## src/rtl/keypad_time_loader_if.sv

```systemverilog
// Keypad-side bundle for keypad_time_loader: key/control inputs in,
// BCD load data and status out.
interface keypad_time_loader_if;
    logic       key_valid;
    logic [3:0] key_code;
    logic       start;
    logic       clear_key;
    logic       timer_done;
    logic [3:0] min_tens;
    logic [3:0] min_ones;
    logic [3:0] sec_tens;
    logic [3:0] sec_ones;
    logic       loadn;
    logic [2:0] digit_count;
    logic       locked;
    logic       err;

    modport master (
        output key_valid, key_code, start, clear_key, timer_done,
        input  min_tens, min_ones, sec_tens, sec_ones,
        input  loadn, digit_count, locked, err
    );

    modport slave (
        input  key_valid, key_code, start, clear_key, timer_done,
        output min_tens, min_ones, sec_tens, sec_ones,
        output loadn, digit_count, locked, err
    );
endinterface

```

## src/rtl/keypad_time_loader.sv

```systemverilog
// Shifts keypad digits into an MM:SS BCD entry, validates it on start and
// issues a one-cycle active-low parallel load into the timer digit counters.
module keypad_time_loader #(
    parameter int unsigned SEC_TENS_MAX = 5,
    parameter int unsigned MIN_TENS_MAX = 9
) (
    input  logic                  clk,
    input  logic                  clrn,
    keypad_time_loader_if.slave   bus
);

    localparam logic [1:0] ST_IDLE   = 2'd0;
    localparam logic [1:0] ST_ENTRY  = 2'd1;
    localparam logic [1:0] ST_LOAD   = 2'd2;
    localparam logic [1:0] ST_LOCKED = 2'd3;

    localparam logic [3:0] LP_SEC_TENS_MAX = 4'(SEC_TENS_MAX);
    localparam logic [3:0] LP_MIN_TENS_MAX = 4'(MIN_TENS_MAX);

    logic [1:0] r_state;
    logic [3:0] r_min_tens, r_min_ones, r_sec_tens, r_sec_ones;
    logic [2:0] r_count;
    logic       r_loadn;
    logic       r_locked;
    logic       r_err;

    logic [1:0] w_n_state;
    logic [3:0] w_n_min_tens, w_n_min_ones, w_n_sec_tens, w_n_sec_ones;
    logic [2:0] w_n_count;
    logic       w_n_loadn;
    logic       w_n_err;
    logic       w_digit_key;
    logic       w_bad_entry;
    logic       w_zero_entry;

    assign w_digit_key  = bus.key_valid && (bus.key_code <= 4'd9);
    assign w_bad_entry  = (r_sec_tens > LP_SEC_TENS_MAX) || (r_min_tens > LP_MIN_TENS_MAX);
    assign w_zero_entry = ({r_min_tens, r_min_ones, r_sec_tens, r_sec_ones} == 16'h0000);

    // Priority clear > start > key; a key coinciding with start is dropped.
    always_comb begin
        w_n_state    = r_state;
        w_n_min_tens = r_min_tens;
        w_n_min_ones = r_min_ones;
        w_n_sec_tens = r_sec_tens;
        w_n_sec_ones = r_sec_ones;
        w_n_count    = r_count;
        w_n_loadn    = 1'b1;
        w_n_err      = r_err;
        if (bus.clear_key) begin
            w_n_state    = ST_IDLE;
            w_n_min_tens = '0;
            w_n_min_ones = '0;
            w_n_sec_tens = '0;
            w_n_sec_ones = '0;
            w_n_count    = '0;
            w_n_err      = 1'b0;
        end else begin
            case (r_state)
                ST_IDLE, ST_ENTRY: begin
                    if (bus.start) begin
                        if (r_state == ST_ENTRY) begin
                            if (w_bad_entry) begin
                                w_n_err = 1'b1;
                            end else if (!w_zero_entry) begin
                                w_n_state = ST_LOAD;
                                w_n_loadn = 1'b0;
                            end
                        end
                    end else if (w_digit_key && (r_count != 3'd4)) begin
                        w_n_min_tens = r_min_ones;
                        w_n_min_ones = r_sec_tens;
                        w_n_sec_tens = r_sec_ones;
                        w_n_sec_ones = bus.key_code;
                        w_n_count    = r_count + 3'd1;
                        w_n_err      = 1'b0;
                        w_n_state    = ST_ENTRY;
                    end
                end
                ST_LOAD: begin
                    w_n_state = ST_LOCKED;
                end
                ST_LOCKED: begin
                    if (bus.timer_done) begin
                        w_n_state    = ST_IDLE;
                        w_n_min_tens = '0;
                        w_n_min_ones = '0;
                        w_n_sec_tens = '0;
                        w_n_sec_ones = '0;
                        w_n_count    = '0;
                    end
                end
                default: begin
                    w_n_state = ST_IDLE;
                end
            endcase
        end
    end

    always_ff @(posedge clk or negedge clrn) begin
        if (!clrn) begin
            r_state    <= ST_IDLE;
            r_min_tens <= '0;
            r_min_ones <= '0;
            r_sec_tens <= '0;
            r_sec_ones <= '0;
            r_count    <= '0;
            r_loadn    <= 1'b1;
            r_locked   <= 1'b0;
            r_err      <= 1'b0;
        end else begin
            r_state    <= w_n_state;
            r_min_tens <= w_n_min_tens;
            r_min_ones <= w_n_min_ones;
            r_sec_tens <= w_n_sec_tens;
            r_sec_ones <= w_n_sec_ones;
            r_count    <= w_n_count;
            r_loadn    <= w_n_loadn;
            r_locked   <= (w_n_state == ST_LOAD) || (w_n_state == ST_LOCKED);
            r_err      <= w_n_err;
        end
    end

    assign bus.min_tens    = r_min_tens;
    assign bus.min_ones    = r_min_ones;
    assign bus.sec_tens    = r_sec_tens;
    assign bus.sec_ones    = r_sec_ones;
    assign bus.digit_count = r_count;
    assign bus.loadn       = r_loadn;
    assign bus.locked      = r_locked;
    assign bus.err         = r_err;

endmodule

```

## src/flat_wrapper.sv

```systemverilog
// flat-port wrapper written by rule: the top's interface ports become plain ports
module keypad_time_loader_flat 
#(
    parameter int unsigned SEC_TENS_MAX = 5,
    parameter int unsigned MIN_TENS_MAX = 9
)
  (clk, clrn, bus_key_valid, bus_key_code, bus_start, bus_clear_key, bus_timer_done, bus_min_tens, bus_min_ones, bus_sec_tens, bus_sec_ones, bus_loadn, bus_digit_count, bus_locked, bus_err);
  keypad_time_loader_if bus_i ();
  input  logic clk;
  input  logic clrn;
  input wire logic [$bits(bus_i.key_valid)-1:0] bus_key_valid;
  input wire logic [$bits(bus_i.key_code)-1:0] bus_key_code;
  input wire logic [$bits(bus_i.start)-1:0] bus_start;
  input wire logic [$bits(bus_i.clear_key)-1:0] bus_clear_key;
  input wire logic [$bits(bus_i.timer_done)-1:0] bus_timer_done;
  output wire logic [$bits(bus_i.min_tens)-1:0] bus_min_tens;
  output wire logic [$bits(bus_i.min_ones)-1:0] bus_min_ones;
  output wire logic [$bits(bus_i.sec_tens)-1:0] bus_sec_tens;
  output wire logic [$bits(bus_i.sec_ones)-1:0] bus_sec_ones;
  output wire logic [$bits(bus_i.loadn)-1:0] bus_loadn;
  output wire logic [$bits(bus_i.digit_count)-1:0] bus_digit_count;
  output wire logic [$bits(bus_i.locked)-1:0] bus_locked;
  output wire logic [$bits(bus_i.err)-1:0] bus_err;
  assign bus_i.key_valid = bus_key_valid;
  assign bus_i.key_code = bus_key_code;
  assign bus_i.start = bus_start;
  assign bus_i.clear_key = bus_clear_key;
  assign bus_i.timer_done = bus_timer_done;
  assign bus_min_tens = bus_i.min_tens;
  assign bus_min_ones = bus_i.min_ones;
  assign bus_sec_tens = bus_i.sec_tens;
  assign bus_sec_ones = bus_i.sec_ones;
  assign bus_loadn = bus_i.loadn;
  assign bus_digit_count = bus_i.digit_count;
  assign bus_locked = bus_i.locked;
  assign bus_err = bus_i.err;
  keypad_time_loader #(.SEC_TENS_MAX(SEC_TENS_MAX), .MIN_TENS_MAX(MIN_TENS_MAX)) u_core (.clk(clk), .clrn(clrn), .bus(bus_i));
endmodule
```

## config.mk

```make
export PLATFORM = sky130hd
export DESIGN_NAME = keypad_time_loader_flat
export DESIGN_NICKNAME = d
export VERILOG_FILES = /design/src/rtl/keypad_time_loader_if.sv /design/src/rtl/keypad_time_loader.sv /design/src/flat_wrapper.sv
export SDC_FILE = /design/constraint.sdc
export NUM_CORES = 1
export LEC_CHECK = 0
export BUFFER_PORTS_ARGS = -buffer_cell sky130_fd_sc_hd__buf_4
export CAP_MARGIN = 20
export CORE_UTILIZATION = 40
export CTS_CLUSTER_DIAMETER = 80
export DETAILED_ROUTE_END_ITERATION = 8
export GPL_TIMING_DRIVEN = 0
export SLEW_MARGIN = 30
export SYNTH_ARGS = -nofsm -noshare
export SYNTH_HDL_FRONTEND = slang
export SYNTH_SLANG_ARGS = --single-unit
```

## constraint.sdc

```tcl
create_clock -name clk -period 3.3 [get_ports clk]
set_input_delay 0.33 -clock clk [delete_from_list [all_inputs] [get_ports clk]]
set_output_delay 0.33 -clock clk [all_outputs]
set_load 0.01 [all_outputs]
```

==> reports/results.ini <==
[route]
drt-initial-drc-count=11
ant_nets=0
via_per_inst=5.57
drc=0
dr.pass1.iters=4
wl_per_cell_um=14.8
wl_um=2240
num_vias=841

[synth]
syn_inst=85
synth.distinct_cells=27
synth_seq_cells=24
ys_seq_area_share_pct=56.6
synth_area_um2=1060
syn_nets=97
ys_warn_count=0
avgSynthCellArea_um2=12.5

[sta]
setup_tns_ps=0
timing.final.ws_setup_ps=1490
drv_slew=0
fmax_ghz=0.553
rsz0062_at_grt=false
skew_ps=8.11
report.final.hold_viol_count=0
finalCritPeriodShare_pct=54.8
finalSetupViolCount=0
hold_slack_ps=235
tightest_slew_ps=438
min_period_ps=1810
slew_headroom_pct=70.6

[power]
ir_worst_vdd_mv=0.232
pwr-share-comb_pct=13.1
power_density_nw_per_um2=365
internal-power_uw=378
p_seq_share_pct=61.1
clkPwrFrac_pct=25.8
leakage_uw=0.000681
p_sw_uw=122
switching_share_pct=24.4
p_total_uw=500

[floorplanning]
placementRows=18
dieHeight_um=53.6
dieArea_um2=2870
pin_count=32
core_area_um2=2500
start_util_pct=42.5
die_w_um=53.6

[layout]
final_core_util_pct=54.8
layout_commonest_cell=buf_4
layout-drive-gt1-share_pct=36.4
antenna_cells=0
nets=134
fill_cells=233
mostFrequentLayoutCells=buf_4 (33), dfrtp_1 (23), a22o_1 (17), inv_1 (5), nor2_1 (5)
synthToLayoutAreaGrowth_pct=28.8

[worst_setup_path]
critPathCapture=u_core.bus.sec_tens[2]
cp.required_ps=3500
worstSetupEndpointType=register
arrival_ps=2010
cp_max_fo=10
r2r_cells=8
r2r_slack_ps=1490
cp-startpoint=u_core.bus.digit_count[0]
path_class=reg -> reg
timing.rr.start=u_core.bus.digit_count[0]
r2r-end=u_core.bus.sec_tens[2]
cp-start-kind=register

[grt]
antenna_found_initial=0
use_met3_pct=3.95
grt_util_all_layers_pct=17.4
grt_pass1_wl_um=3480
grt_max_degree=25
grt_pass1_vias=740
use_met2_pct=26.0
use_met1_pct=24.4
overflow=0
grt-busiest-layer=met2

[cts]
cts_resized=0
worstSkewPairLatency_ps=310
path_clk_slew_ps=130
cts_root_buf=clkbuf_4
cts_sinks=24
h-tree-depth=1
cts_tree=done
cts_buffers=3
cts_max_path_buffers=2

[placement]
io_buffer_count=31
place_hpwl_um=1630
place_congestion=0.755
preCtsSetupSlack_ps=1480

[status]
status=finished clean

[job]
cap_violations=0

[worst_hold_path]
min_path_type=in -> reg

-- synth_stat cells --
library cell | count | area, um^2
xnor2_1 | 1 | 8.76
o21ai_2 | 1 | 8.76
nand2_1 | 3 | 11.3
buf_4 | 2 | 15.0
dfrtp_1 | 23 | 576
nor2_1 | 5 | 18.8
dfstp_2 | 1 | 26.3
nor3_1 | 2 | 10.0
and4_1 | 1 | 8.76
inv_1 | 5 | 18.8
nand3_2 | 1 | 10.0
a22o_1 | 17 | 149
a31oi_1 | 1 | 6.26
o2111ai_2 | 1 | 15.0
nor4_1 | 4 | 25.0
a221oi_1 | 1 | 8.76
or3_1 | 1 | 6.26
a31o_1 | 1 | 8.76
a21oi_1 | 3 | 15.0
buf_6 | 1 | 11.3
nor3_4 | 1 | 16.3
a21boi_4 | 1 | 18.8
buf_8 | 1 | 15.0
o21a_1 | 2 | 15.0
and2_1 | 1 | 6.26
o21ai_0 | 2 | 10.0
ha_1 | 2 | 25.0
-- power by group through the flow --
stage	Sequential, uW	Combinational (uW)	Clock (uW)
2_1_floorplan	312	33.7	0
3_3_place_gp	311	65.2	0
3_5_place_dp	311	65.7	0
4_1_cts	306	67.0	135
5_1_grt	306	72.4	143
6_report	306	65.5	129
-- registers in the layout, summed over array words and instances (netlist names) --
| register | flops |
|---|---|
| u_core.bus.err | 1 |
| u_core.bus.locked | 1 |
| u_core.bus.min_tens | 4 |
| u_core.bus.sec_tens | 4 |
| u_core.bus.sec_ones | 4 |
| u_core.r_state | 2 |
| u_core.bus.loadn | 1 |
| u_core.bus.digit_count | 3 |
| u_core.bus.min_ones | 4 |
-- layer usage --
metal | vias to the layer above | part of all wire [%]
met2 | 29 | 45
met5 | - | 0
li1 | 395 | -
met1 | 413 | 48
met4 | 0 | 1.4
met3 | 4 | 5.8
-- metrics by stage --
step           instance area, um^2  instances
3_5_place_dp                  1330        146
2_1_floorplan                 1060         85
6_report                      1370        151
5_1_grt                       1370        151
3_3_place_gp                  1330        146
4_1_cts                       1370        151
-- worst min-delay path by stage --
stage / start / to / slack (ps) / depth (start not counted)
after floorplan: clrn / u_core.bus.digit_count[0] / 30 / 0
after global placement: clrn / u_core.bus.min_tens[1] / 240 / 1
after detailed placement: clrn / u_core.bus.min_tens[0] / 250 / 1
after CTS: bus_key_code[0] / u_core.bus.sec_ones[0] / 230 / 2
after global routing: bus_key_code[0] / u_core.bus.sec_ones[0] / 220 / 2
final: bus_key_code[0] / u_core.bus.sec_ones[0] / 230 / 2
-- layout make-up --
class	instances	area (um^2)	share of cell area, %
flip-flops and latches	24	602	43.9
well taps	30	37.5	2.74
repair buffers	32	243	17.7
plain buffers	4	41.3	3.01
inverters	5	18.8	1.37
clock buffers	4	26.3	1.92
multi-input cells	52	402	29.3
-- logic make-up (layout without fill, tap and decap cells) --
logic type	after synthesis	count (layout)	share of synthesized area, %
adders and majority gates	2	2	2.35
buffers and inverters	9	45	5.65
and+or+nand+nor	19	19	10.6
xor gates and xnor gates	1	1	0.824
AOI/OAI and AO/OA	30	30	24.0
DFF	24	24	56.6
-- worst max-delay path, stage by stage, from the launching register on --
cell	delay, ps
dfrtp_1	390
inv_1	70
ha_1	230
a21boi_4	180
o2111ai_2	180
and2_1	210
buf_6	130
buf_8	130
a22o_1	170
-- what timing repair did --
| action | CTS | global route |
|---|---|---|
| hold endpoints to repair | 23 | 0 |
| buffers inserted | 0 | 0 |
| hold buffers | 1 | 0 |
(Power assumes the default switching activity.)
